`src/rtl/demux_rr_pkg.sv`:
```
// Shared types and helpers for the round-robin demux dispatcher.
`timescale 1ns/1ps
package demux_rr_pkg;

  localparam logic [2:0] SEL_NONE = 3'd7;

  typedef enum logic [1:0] {
    EMPTY,
    PEND,
    SEND
  } dispatch_state_t;

  // First set bit of mask scanning upward from ptr, wrapping at nports.
  // Returns ptr when mask is empty; callers only use it with a non-zero mask.
  function automatic logic [2:0] rr_pick(input logic [2:0] ptr,
                                         input logic [6:0] mask,
                                         input int unsigned nports);
    logic [2:0] idx;
    logic [2:0] pick;
    logic       found;
    idx   = ptr;
    pick  = ptr;
    found = 1'b0;
    for (int unsigned k = 0; k < nports; k++) begin
      if (!found && mask[idx]) begin
        pick  = idx;
        found = 1'b1;
      end
      idx = (idx == 3'(nports - 1)) ? 3'd0 : idx + 3'd1;
    end
    return pick;
  endfunction

endpackage

```
`src/rtl/comb_demux_nb_1toN.sv`:
```
// Combinational 1-to-N demux: the selected lane carries in_, all others are zero.
`timescale 1ns/1ps
module comb_demux_nb_1toN #(
  parameter int unsigned NBITS  = 4,
  parameter int unsigned NPORTS = 5
) (
  input  logic [2:0]              sel,
  input  logic [NBITS-1:0]        in_,
  output logic [NPORTS*NBITS-1:0] out
);

  always_comb begin
    out = '0;
    for (int unsigned i = 0; i < NPORTS; i++) begin
      if (sel == 3'(i)) out[i*NBITS +: NBITS] = in_;
    end
  end

endmodule

```
`src/rtl/demux_rr_dispatch.sv`:
```
// Round-robin dispatcher: one-entry buffer steering each message to one enabled port.
`timescale 1ns/1ps
module demux_rr_dispatch
  import demux_rr_pkg::*;
#(
  parameter int unsigned NBITS  = 4,
  parameter int unsigned NPORTS = 5
) (
  input  logic                     clk,
  input  logic                     reset,
  input  logic [NPORTS-1:0]        en_mask,
  input  logic                     istream_val,
  output logic                     istream_rdy,
  input  logic [NBITS-1:0]         istream_msg,
  output logic [NPORTS-1:0]        ostream_val,
  input  logic [NPORTS-1:0]        ostream_rdy,
  output logic [NPORTS*NBITS-1:0]  ostream_msg,
  output logic [2:0]               sel,
  output logic [7:0]               disp_count
);

  dispatch_state_t  state, state_nxt;
  logic [2:0]       ptr, ptr_nxt;
  logic [2:0]       tgt, tgt_nxt;
  logic [NBITS-1:0] buf_msg;
  logic [6:0]       mask7;
  logic             in_fire;
  logic             out_fire;

  always_comb begin
    state_nxt = state;
    ptr_nxt   = ptr;
    tgt_nxt   = tgt;
    mask7     = '0;
    mask7[NPORTS-1:0] = en_mask;

    out_fire    = (state == SEND) && ostream_rdy[tgt];
    istream_rdy = reset && ((state == EMPTY) || out_fire);
    in_fire     = istream_val && istream_rdy;

    if (out_fire) ptr_nxt = (tgt == 3'(NPORTS - 1)) ? 3'd0 : tgt + 3'd1;

    // A refill in the same cycle as a send picks its target from the advanced pointer.
    case (state)
      EMPTY, SEND: begin
        if (in_fire) begin
          if (|en_mask) begin
            state_nxt = SEND;
            tgt_nxt   = rr_pick(ptr_nxt, mask7, NPORTS);
          end else begin
            state_nxt = PEND;
          end
        end else if (out_fire) begin
          state_nxt = EMPTY;
        end
      end
      PEND: begin
        if (|en_mask) begin
          state_nxt = SEND;
          tgt_nxt   = rr_pick(ptr, mask7, NPORTS);
        end
      end
      default: state_nxt = EMPTY;
    endcase
  end

  always_ff @(posedge clk or negedge reset) begin
    if (!reset) begin
      state      <= EMPTY;
      ptr        <= '0;
      tgt        <= '0;
      buf_msg    <= '0;
      disp_count <= '0;
    end else begin
      state <= state_nxt;
      ptr   <= ptr_nxt;
      tgt   <= tgt_nxt;
      if (in_fire)  buf_msg    <= istream_msg;
      if (out_fire) disp_count <= disp_count + 8'd1;
    end
  end

  always_comb begin
    ostream_val = '0;
    for (int unsigned i = 0; i < NPORTS; i++) begin
      ostream_val[i] = (state == SEND) && (tgt == 3'(i));
    end
    sel = (state == SEND) ? tgt : SEL_NONE;
  end

  comb_demux_nb_1toN #(
    .NBITS  (NBITS),
    .NPORTS (NPORTS)
  ) u_demux (
    .sel (sel),
    .in_ (buf_msg),
    .out (ostream_msg)
  );

endmodule
```
`config.mk`:
```
export PLATFORM = sky130hd
export DESIGN_NAME = demux_rr_dispatch
export DESIGN_NICKNAME = d
export VERILOG_FILES = /design/src/rtl/demux_rr_pkg.sv /design/src/rtl/comb_demux_nb_1toN.sv /design/src/rtl/demux_rr_dispatch.sv
export SDC_FILE = /design/constraint.sdc
export NUM_CORES = 1
export LEC_CHECK = 0
export BUFFER_PORTS_ARGS = -buffer_cell sky130_fd_sc_hd__buf_4
export CAP_MARGIN = 40
export CORE_UTILIZATION = 64
export CTS_BUF_LIST = sky130_fd_sc_hd__clkbuf_8
export DETAILED_ROUTE_END_ITERATION = 12
export PLACE_DENSITY = 0.89
export SLEW_MARGIN = 20
export SYNTH_ARGS = -nofsm -noshare
export SYNTH_HDL_FRONTEND = slang
export SYNTH_HIERARCHICAL = 1
export SYNTH_SLANG_ARGS = --single-unit
```
`constraint.sdc`:
```
create_clock -name clk -period 8.4 [get_ports clk]
set_clock_uncertainty 0.15 [all_clocks]
set_input_delay 0.84 -clock clk [delete_from_list [all_inputs] [get_ports clk]]
set_output_delay 0.84 -clock clk [all_outputs]
set_load 0.005 [all_outputs]
```
Word level (Yosys, flattened, before mapping)
Index checks and enable logic that the tools add are counted.

Output and inout port bits: 37. Register bits: 20. Input port bits: 17.

Add/subtract/negate cells: 10. Equal/unequal tests: 22. $lt $le $gt $ge: 11. Reductions and logical operators: 33. Mux-type cells: 83.

Operators with widths (count): two-way mux 3 bit (22); < comparator 3 x 4 -> 1 bit, second input constant (11); two-way mux 1 bit (39); binary-select mux 1 bit (select 3 bit) (11); == test 3 bit, second input constant (10); adder 3 x 1 -> 3 bit, second input constant (9); two-way mux 4 bit (5); logical AND 1 bit (16); == test 3 x 2 -> 1 bit, second input constant (4); adder 8 x 1 -> 8 bit, second input constant (1); logical NOT 1 bit (8); two-way mux 2 bit (4); == test 3 x 1 -> 1 bit, second input constant (2); logical NOT 3 bit (2); inequality test 2 bit, second input constant (3); one-hot mux 3 bit (2 select lines) (1); OR reduction 5 bit (1); one-hot mux 2 bit (2 select lines) (1); AND reduction 4 bit (1); inequality test 3 bit, second input constant (1); == test 2 x 1 -> 1 bit, second input constant (1); == test 2 bit, second input constant (1); logical NOT 2 bit (1); AND reduction 2 bit (1); 3 further kinds (3).

Depth between registers and ports, before layout
Gate-level depths: netlist of run 1.

Depth in word-level cells: 34. Gate-level depth with buffers: 24. Gate-level depth less buffers: 23.

Hierarchy
The synthesis of run 1 kept the hierarchy.

By module, submodules not included: demux_rr_dispatch (times used 1, cells each 367, area an instance 2896.5 µm²); comb_demux_nb_1toN (times used 1, cells each 26, area an instance 291.5 µm²).

Worst setup path before layout of run 1
Ideal clock, no wire load.

Path type: input-to-reg. From: in ostream_rdy[0]. To: reg tgt[1]. Setup time: 0.087 ns. Data required time: 8.163 ns. Arrival time: 5.261 ns. Slack: 2.902 ns. Stages: 20. Path through: mux2_4 -> a221oi_4 -> nor2_8 -> a21oi_1 -> inv_1 -> ha_1 -> clkbuf_1 -> o31ai_1 -> a22oi_2 -> ha_1 -> nor2b_1 -> o21ai_0 -> nor3_1 -> a2111o_1 -> o22a_1 -> o211ai_2 -> a21bo_1 -> a311o_1 -> a2bb2oi_1 -> a211oi_2.

Cells in the longest elaborated chain, start to end: 34.

RTL lines: start, declared (line demux_rr_dispatch.sv:16) `input logic [NPORTS-1:0] ostream_rdy,`; binary-select mux 1 bit (select 3 bit) (*) (line demux_rr_dispatch.sv:37) `out_fire = (state == SEND) && ostream_rdy[tgt];`; two-way mux 1 bit (not written as such) (*) (line demux_rr_dispatch.sv:37); logical AND 1 bit (*) (line demux_rr_dispatch.sv:37); two-way mux 3 bit (*) (line demux_rr_dispatch.sv:41) `if (out_fire) ptr_nxt = (tgt == 3'(NPORTS - 1)) ? 3'd0 : tgt + 3'd1;`; via ptr_nxt[1] (line demux_rr_dispatch.sv:23) `logic [2:0] ptr, ptr_nxt;`; binary-select mux 1 bit (select 3 bit) (line demux_rr_pkg.sv:25) `if (!found && mask[idx]) begin`; two-way mux 1 bit (not written as such) (line demux_rr_pkg.sv:25); two-way mux 1 bit (line demux_rr_pkg.sv:25); [... 19 more ...]; two-way mux 1 bit (line demux_rr_dispatch.sv:46) `if (in_fire) begin`; two-way mux 1 bit (line demux_rr_dispatch.sv:44) `case (state)`; logical NOT 1 bit (line demux_rr_pkg.sv:25); logical AND 1 bit (line demux_rr_pkg.sv:25); two-way mux 3 bit (*) (line demux_rr_pkg.sv:25); two-way mux 3 bit (*) (line demux_rr_dispatch.sv:47) `if (|en_mask) begin`; two-way mux 3 bit (*) (line demux_rr_dispatch.sv:46); one-hot mux 3 bit (2 select lines) (*) (line demux_rr_dispatch.sv:44); end signal, assigned (line demux_rr_dispatch.sv:77) `tgt <= tgt_nxt;`; end, declared (line demux_rr_dispatch.sv:24) `logic [2:0] tgt, tgt_nxt;`.

The timed path passes the listed nets; every way through them passes the cells marked *. The select of a mux whose other input is x is not followed. A chain may end at the register's enable or synchronous reset.

Worst setup path in the final report of run 1
From: reg tgt[2]. To: reg tgt[1].

Cells in the longest elaborated chain, start to end: 34.

RTL lines (line): binary-select mux 1 bit (select 3 bit) (demux_rr_dispatch.sv:37); two-way mux 1 bit (not written as such) (demux_rr_dispatch.sv:37); logical AND 1 bit (demux_rr_dispatch.sv:37); two-way mux 3 bit (*) (demux_rr_dispatch.sv:41); via ptr_nxt[1] (demux_rr_dispatch.sv:23); binary-select mux 1 bit (select 3 bit) (demux_rr_pkg.sv:25); two-way mux 1 bit (not written as such) (demux_rr_pkg.sv:25); two-way mux 1 bit (demux_rr_pkg.sv:25); [... 19 more ...]; two-way mux 1 bit (demux_rr_dispatch.sv:46); two-way mux 1 bit (demux_rr_dispatch.sv:44); logical NOT 1 bit (demux_rr_pkg.sv:25); logical AND 1 bit (demux_rr_pkg.sv:25); two-way mux 3 bit (*) (demux_rr_pkg.sv:25); two-way mux 3 bit (*) (demux_rr_dispatch.sv:47); two-way mux 3 bit (*) (demux_rr_dispatch.sv:46); one-hot mux 3 bit (2 select lines) (*) (demux_rr_dispatch.sv:44).

Marked as above.

==> out/qor.txt, run 1 <==
share of flip-flops with an asynchronous set or reset: 100%
area grow syn2layout: 14.1%
synth warn: 6
Slew Limit Fails: 0
worst setup path end: tgt[1]$_DFFE_PN0P_
drt first pass iters: 5
Via-to-Cell Ratio: 6.76
Syn Area/Cell: 8.11 um2
hold_buf cts: 0
r2r setup slk: 2.33 ns
Crit-path slowest cell: dfrtp_1
r2r endpoint: tgt[1]$_DFFE_PN0P_
CP Class: flip-flop to flip-flop
worst r2r src: tgt[2]$_DFFE_PN0P_
Post-DP HPWL: 6.89 mm
Post CTS Setup Buffer Count: 0
minimum hold slack: 0.284 ns
Yosys reg bits: 20
CP startpoint: tgt[2]$_DFFE_PN0P_
Buffers on Ports: 53
ant diodes: 0
final hold viol count: 0
vias in the first global route: 2982
I/O pins: 54
H-tree depth: 1
Post-synth EDFFs: 0
RSZ-0062 raised after global routing: no
Critical Path End Type: flip-flop
Slew headroom: 46.2%
CTS Sinks: 20
synth unique cells: 83
Core Rows: 25
outcome: finished clean
Tmin final: 6.07 ns
# fillers: 382
largest net degree at the start of global routing: 25
global router's overall resource usage: 35.2%
CTS root buf: clkbuf_8
crit path DAT: 6.11 ns
Final nets: 466
CP Launch Type: flip-flop
total core area: 4750 um2
GRT Residual Overflow: 0
DRT antenna net count: 0
CTS tree: yes
post-CTS resize count: 0
maximum clock rate: 0.165 GHz
final WL: 9.05 mm
worst path cell trace: nor3b_4 > inv_2 > o21ai_2 > a21oi_1 > a21oi_1 > inv_1 > ha_1 > o31ai_1 > a22oi_2 > ha_1 > nor2b_1 > o21ai_0 > nor3_1 > a2111o_1 > o22a_1 > o211ai_2 > a21bo_1 > a311o_1 > a2bb2oi_1 > a211oi_2
Placer Congestion: 0.894
fraction of layout cells with a size suffix above 1: 25.2%
WL/cell: 18.2 um
period utilization: 72.3%
Die ar.: 5270 um2
Reg2Reg Depth: 20
die extent in y: 72.6 um
Mapped Cells: 393
clock-pin slew on the worst setup and hold paths: 0.08 ns
worst min-delay path class: input pin to asynchronous set/reset pin
DRT iter0 DRCs: 289
via count: 3352
Crit path required time: 8.43 ns
die width: 72.6 um
global-route wire length before repair: 14.7 mm
slew at the pin closest to its max-slew limit: 0.807 ns
Worst Path Max Fanout: 24
Max-Cap Viols: 0
Initial Utilization: 67.1%
top_reg_cell synth: dfrtp_1
initial antenna violation count: 0
final setup fails: 0
setup TNS: 0 ns
# DRC: 0
clock buffer depth: 2
CTS buffer count: 3
post-synthesis sequential area ratio: 15.7%
max incr delay on CP: 0.51 ns
Worst-Skew Late Latency: 0.28 ns
synthesized cell area: 3190 um2
Synthesized Nets: 429
[critical path, delay by kind of cell, from the launching register on]
family | cells | cell delay, ns
compound gates | 13 | 3.50
flops | 1 | 0.51
fa+ha+maj | 2 | 0.65
simple gates | 3 | 0.63
buf+inv | 2 | 0.51
[routing by layer]
layer / up-vias / share of wire (%) / global-route usage (%)
met5: - / 0 / 0
met4: 0 / 1.3 / 10.5
met3: 20 / 9.9 / 5.25
met2: 194 / 47 / 57.7
met1: 1577 / 42 / 47.9
li1: 1561 / - / -
[Yosys cell counts (all sizes together), types with 6 or more instances]
library cell	instances	area [um2]
and4bb	12	150
mux2i	17	183
a21oi	21	105
clkbuf	10	37.5
nor2	32	136
nand3	8	40.0
and2	7	43.8
dfrtp	20	500
buf	11	65.1
nor3	10	55.1
a21o	7	52.6
mux2	10	120
a31oi	6	37.5
inv	25	93.8
nand2	48	183
o21ai	22	118
ha	19	238
[state kept, by name, summed over array words and instances, names as in the netlist]
name / flops
disp_count: 8
tgt: 3
buf_msg: 4
ptr: 3
state: 2
[final cells by class]
type / count / area (um2) / area share [%]
multi-input combinational: 327 / 2490 / 68.5
sequential: 20 / 500 / 13.8
timing repair buffer: 53 / 398 / 10.9
inverter: 25 / 93.8 / 2.58
tap: 67 / 83.8 / 2.30
clock buffer: 3 / 41.3 / 1.13
clock inverter: 1 / 30.0 / 0.825
[cell usage in the layout, fill, tap and decap left out, types with 12 or more instances in the layout]
master | Yosys | layout
nor2_1 | 31 | 31
nand2_1 | 47 | 47
a21oi_1 | 21 | 21
mux2i_1 | 16 | 16
ha_1 | 19 | 19
inv_1 | 23 | 23
buf_4 | 2 | 53
and4bb_2 | 12 | 12
dfrtp_1 | 20 | 20
o21ai_0 | 17 | 17
[how the worst min path moves through the flow]
stage	from	endpoint	depth (start not counted)
2_1_floorplan	disp_count[7]$_DFFE_PN0N_	disp_count[7]$_DFFE_PN0N_	1
3_3_place_gp	disp_count[7]$_DFFE_PN0N_	disp_count[7]$_DFFE_PN0N_	1
3_5_place_dp	disp_count[7]$_DFFE_PN0N_	disp_count[7]$_DFFE_PN0N_	1
4_1_cts	reset	disp_count[6]$_DFFE_PN0N_	1
5_1_grt	reset	disp_count[0]$_DFFE_PN0N_	1
6_report	reset	disp_count[6]$_DFFE_PN0N_	1
[stage by stage]
stage / util [%] / worst slack, ns / cell area, um2 / std cells
6_report: 76.5 / 2.33 / 3640 / 496
5_1_grt: 76.5 / 1.96 / 3640 / 496
4_1_cts: 76.5 / 2.43 / 3640 / 496
3_5_place_dp: 75.0 / 2.18 / 3570 / 492
3_3_place_gp: 75.0 / 2.34 / 3570 / 492
2_1_floorplan: - / 2.90 / 3190 / 393
[logic make-up after synthesis]
kind of cell	count (synthesis)	share of synthesized area, %
mux	29	10.9
xor+xnor	7	1.92
flops	20	15.7
simple gates	158	30.5
compound gates	114	27.4
fa+ha+maj	19	7.46
buf+inv	46	6.16
Power of run 1 is not shown: default switching activity piles up to over one toggle a cycle in this logic, so the estimate is an artifact.
==> inputs of run 2 (changes only) <==
--- a/config.mk
+++ b/config.mk
@@ -5,12 +5,13 @@
 export SDC_FILE = /design/constraint.sdc
 export NUM_CORES = 1
 export LEC_CHECK = 0
+export ABC_AREA = 1
 export BUFFER_PORTS_ARGS = -buffer_cell sky130_fd_sc_hd__buf_4
 export CAP_MARGIN = 40
-export CORE_UTILIZATION = 64
+export CORE_UTILIZATION = 52
 export CTS_BUF_LIST = sky130_fd_sc_hd__clkbuf_8
 export DETAILED_ROUTE_END_ITERATION = 12
-export PLACE_DENSITY = 0.89
+export PLACE_DENSITY = 0.79
 export SLEW_MARGIN = 20
 export SYNTH_ARGS = -nofsm -noshare
 export SYNTH_HDL_FRONTEND = slang
==> constraint.sdc (replaced) <==
create_clock -name clk -period 4.9 [get_ports clk]
set_clock_uncertainty 0.15 [all_clocks]
set_input_delay 0.49 -clock clk [delete_from_list [all_inputs] [get_ports clk]]
set_output_delay 0.49 -clock clk [all_outputs]
set_load 0.005 [all_outputs]
==> run 2 against run 1 <==
Net effect: design area down 13%; via count down 13%; synthesized cell count up 12%; cell count up 13%; global-route usage down 8.1 points; die area up 1.7%; utilization down 10 points; synthesized area down 17%; flip-flop and latch count unchanged; maximum frequency up 52%; setup slack worse by 1.4 ns; non-clock buffer count up 1.
==> out/qor.txt, run 2 <==
outcome: finished clean (unchanged)
drt first pass iters: 4 (was 5)
die width: 73.2 um (was 72.6 um)
synth unique cells: 32 (was 83)
GRT Residual Overflow: 0 (unchanged)
maximum clock rate: 0.250 GHz (was 0.165 GHz)
Buffers on Ports: 53 (unchanged)
number of flip-flops in the largest register: 8 (unchanged)
initial antenna violation count: 0 (unchanged)
WL met1: 2.95 mm (was 3.77 mm)
worst r2r src: tgt[1]$_DFFE_PN0P_ (was tgt[2]$_DFFE_PN0P_)
Critical Path End Type: flip-flop (unchanged)
synthesized cell area: 2640 um2 (was 3190 um2)
met2 wire length: 3.18 mm (was 4.26 mm)
Core Rows: 25 (unchanged)
final hold viol count: 0 (unchanged)
CTS root buf: clkbuf_8 (unchanged)
clock buffer depth: 2 (unchanged)
Largest regs: disp_count x8, buf_msg x4 (unchanged)
Via-to-Cell Ratio: 5.17 (was 6.76)
hold_buf cts: 1 (was 0)
top_reg_cell synth: dfrtp_1 (unchanged)
vias in the first global route: 2638 (was 2982)
Yosys reg bits: 20 (unchanged)
hold_sp: istream_msg[3]
H-tree depth: 1 (unchanged)
period utilization: 81.7% (was 72.3%)
most common cell after layout, fill and taps aside: nand2_1 (was buf_4)
max incr delay on CP: 0.45 ns (was 0.51 ns)
DRT iter0 DRCs: 156 (was 289)
total core area: 4790 um2 (was 4750 um2)
slew at the pin closest to its max-slew limit: 0.441 ns (was 0.807 ns)
global router's overall resource usage: 27.1% (was 35.2%)
Crit path required time: 4.94 ns (was 8.43 ns)
CP Class: flip-flop to flip-flop (unchanged)
share of flip-flops with an asynchronous set or reset: 100% (unchanged)
WL/cell: 11.9 um (was 18.2 um)
# DRC: 0 (unchanged)
die extent in y: 73.2 um (was 72.6 um)
Post-DP HPWL: 5.41 mm (was 6.89 mm)
setup TNS: 0 ns (unchanged)
ant diodes: 0 (unchanged)
Post CTS Setup Buffer Count: 0 (unchanged)
global-route wire length before repair: 11.6 mm (was 14.7 mm)
Crit-path slowest cell: dfrtp_1 (unchanged)
Slew headroom: 70.6% (was 46.2%)
Final nets: 531 (was 466)
Tmin final: 4.00 ns (was 6.07 ns)
final setup fails: 0 (unchanged)
met3 wire length: 476 um (was 894 um)
largest net degree at the start of global routing: 22 (was 25)
Post-synth EDFFs: 0 (unchanged)
fraction of layout cells with a size suffix above 1: 19.6% (was 25.2%)
synth warn: 6 (unchanged)
CTS tree: yes (unchanged)
CP Launch Type: flip-flop (unchanged)
most frequent cells in the layout: nand2_1, nor2_1, inv_1, nand3_1, buf_4 (was buf_4, nand2_1, nor2_1, inv_1, a21oi_1)
Syn Area/Cell: 5.99 um2 (was 8.11 um2)
via count: 2900 (was 3352)
CTS buffer count: 3 (unchanged)
Synth area leaders: dfrtp_1, nand2_1, nand3_1 (was dfrtp_1, ha_1, nand2_1)
Synth top cells by count: nand2_1, nor2_1, inv_1 (unchanged)
Critical Path Most Common Cell: nand2_1
Max-Cap Viols: 0 (unchanged)
Synth top area share: 19.0% (was 15.7%)
final WL: 6.69 mm (was 9.05 mm)
I/O pins: 54 (unchanged)
post-synthesis sequential area ratio: 19.0% (was 15.7%)
clock-pin slew on the worst setup and hold paths: 0.07 ns (was 0.08 ns)
CTS Sinks: 20 (unchanged)
post-CTS resize count: 0 (unchanged)
Worst Path Max Fanout: 13 (was 24)
Initial Utilization: 55.1% (was 67.1%)
Placer Congestion: 0.977 (was 0.894)
crit path DAT: 4.05 ns (was 6.11 ns)
area grow syn2layout: 20.5% (was 14.1%)
Worst-Skew Late Latency: 0.26 ns (was 0.28 ns)
most common cell in the synthesized netlist: nand2_1 (unchanged)
RSZ-0062 raised after global routing: no (unchanged)
Worst path top cell family by delay: simple AND/OR/NAND/NOR gates (was compound AO/OA/AOI/OAI gates)
Die ar.: 5360 um2 (was 5270 um2)
Slew Limit Fails: 0 (unchanged)
Mapped Cells: 440 (was 393)
CP startpoint: tgt[1]$_DFFE_PN0P_ (was tgt[2]$_DFFE_PN0P_)
post-synth top area cell: dfrtp_1 (unchanged)
worst min-delay path class: input pin to flip-flop (was input pin to asynchronous set/reset pin)
Synthesized Nets: 476 (was 429)
DRT antenna net count: 0 (unchanged)
WP buf/inv: 5 (was 2)
Reg with most FFs: disp_count (unchanged)
uppermost layer routed: met4 (unchanged)
## run 2: changes by cell type after synthesis, moves of 7 or more
cell	change
nand2_2	+11
and4bb_2	-12
buf_2	-7
nor3_1	-7
mux2i_1	-16
a21oi_1	-10
a21o_1	-7
nand3_1	+45
inv_1	+36
and2_1	-7
clkbuf_1	-7
nand2_1	+75
nor2_1	+32
## run 2: final cells by class
| type | instances | area (um2) |
|---|---|---|
| inverters | 64 | 240 |
| clock buffers | 3 | 41.3 |
| multi-input cells | 352 | 1870 |
| fillers | 477 | 1610 |
| flip-flops and latches | 20 | 500 |
| well taps | 67 | 83.8 |
| clock inverters | 1 | 30.0 |
| repair buffers | 54 | 408 |
## run 2: kinds of logic (layout without fill, tap and decap cells)
family,Yosys count,after routing,synth area share (%)
XOR/XNOR,8,8,2.66
buffers and inverters,68,122,9.97
AND/OR/NAND/NOR,277,277,47.6
AO/OA/AOI/OAI,44,44,10.0
adder cells (fa/ha/maj),19,19,9.02
multiplexers,4,4,1.71
flip-flops,20,20,19.0
## run 2: path summary, 6_finish.rpt
check	end	slack [ns]	cells after the start
max reg2reg	tgt[1]$_DFFE_PN0P_	0.90	29
min in group asynchronous	disp_count[4]$_DFFE_PN0N_	0.49	2
max	tgt[1]$_DFFE_PN0P_	0.90	29
max in group asynchronous	tgt[1]$_DFFE_PN0P_	3.90	2
min reg2reg	disp_count[7]$_DFFE_PN0N_	0.32	1
min	buf_msg[3]$_DFFE_PN0P_	0.31	2
## run 2: worst reg2reg max path, delay by kind of cell, from the launching register on
kind | cells | cell delay (ns)
DFF | 1 | 0.45
adders and majority gates | 3 | 0.85
AOI/OAI and AO/OA | 1 | 0.12
and+or+nand+nor | 20 | 1.91
buffers and inverters | 5 | 0.47
## run 2: metrics by stage
step	setup slack [ns]	hold WS [ns]	area, um2	utilization (%)	instances
after floorplan	1.37	0.0444	2640	-	440
after global placement	1.08	0.231	3090	64.7	556
after detailed placement	0.921	0.233	3090	64.7	556
after CTS	0.906	0.310	3180	66.4	561
after global routing	0.403	0.308	3180	66.4	561
final	0.899	0.312	3180	66.4	561
## run 2: layer usage
| layer | track usage (%) | vias up |
|---|---|---|
| met2 | 48.6 | 99 |
| li1 | - | 1514 |
| met4 | 6.10 | 0 |
| met5 | 0 | - |
| met3 | 3.31 | 14 |
| met1 | 34.5 | 1273 |
Power of run 2 is left out for the same reason.
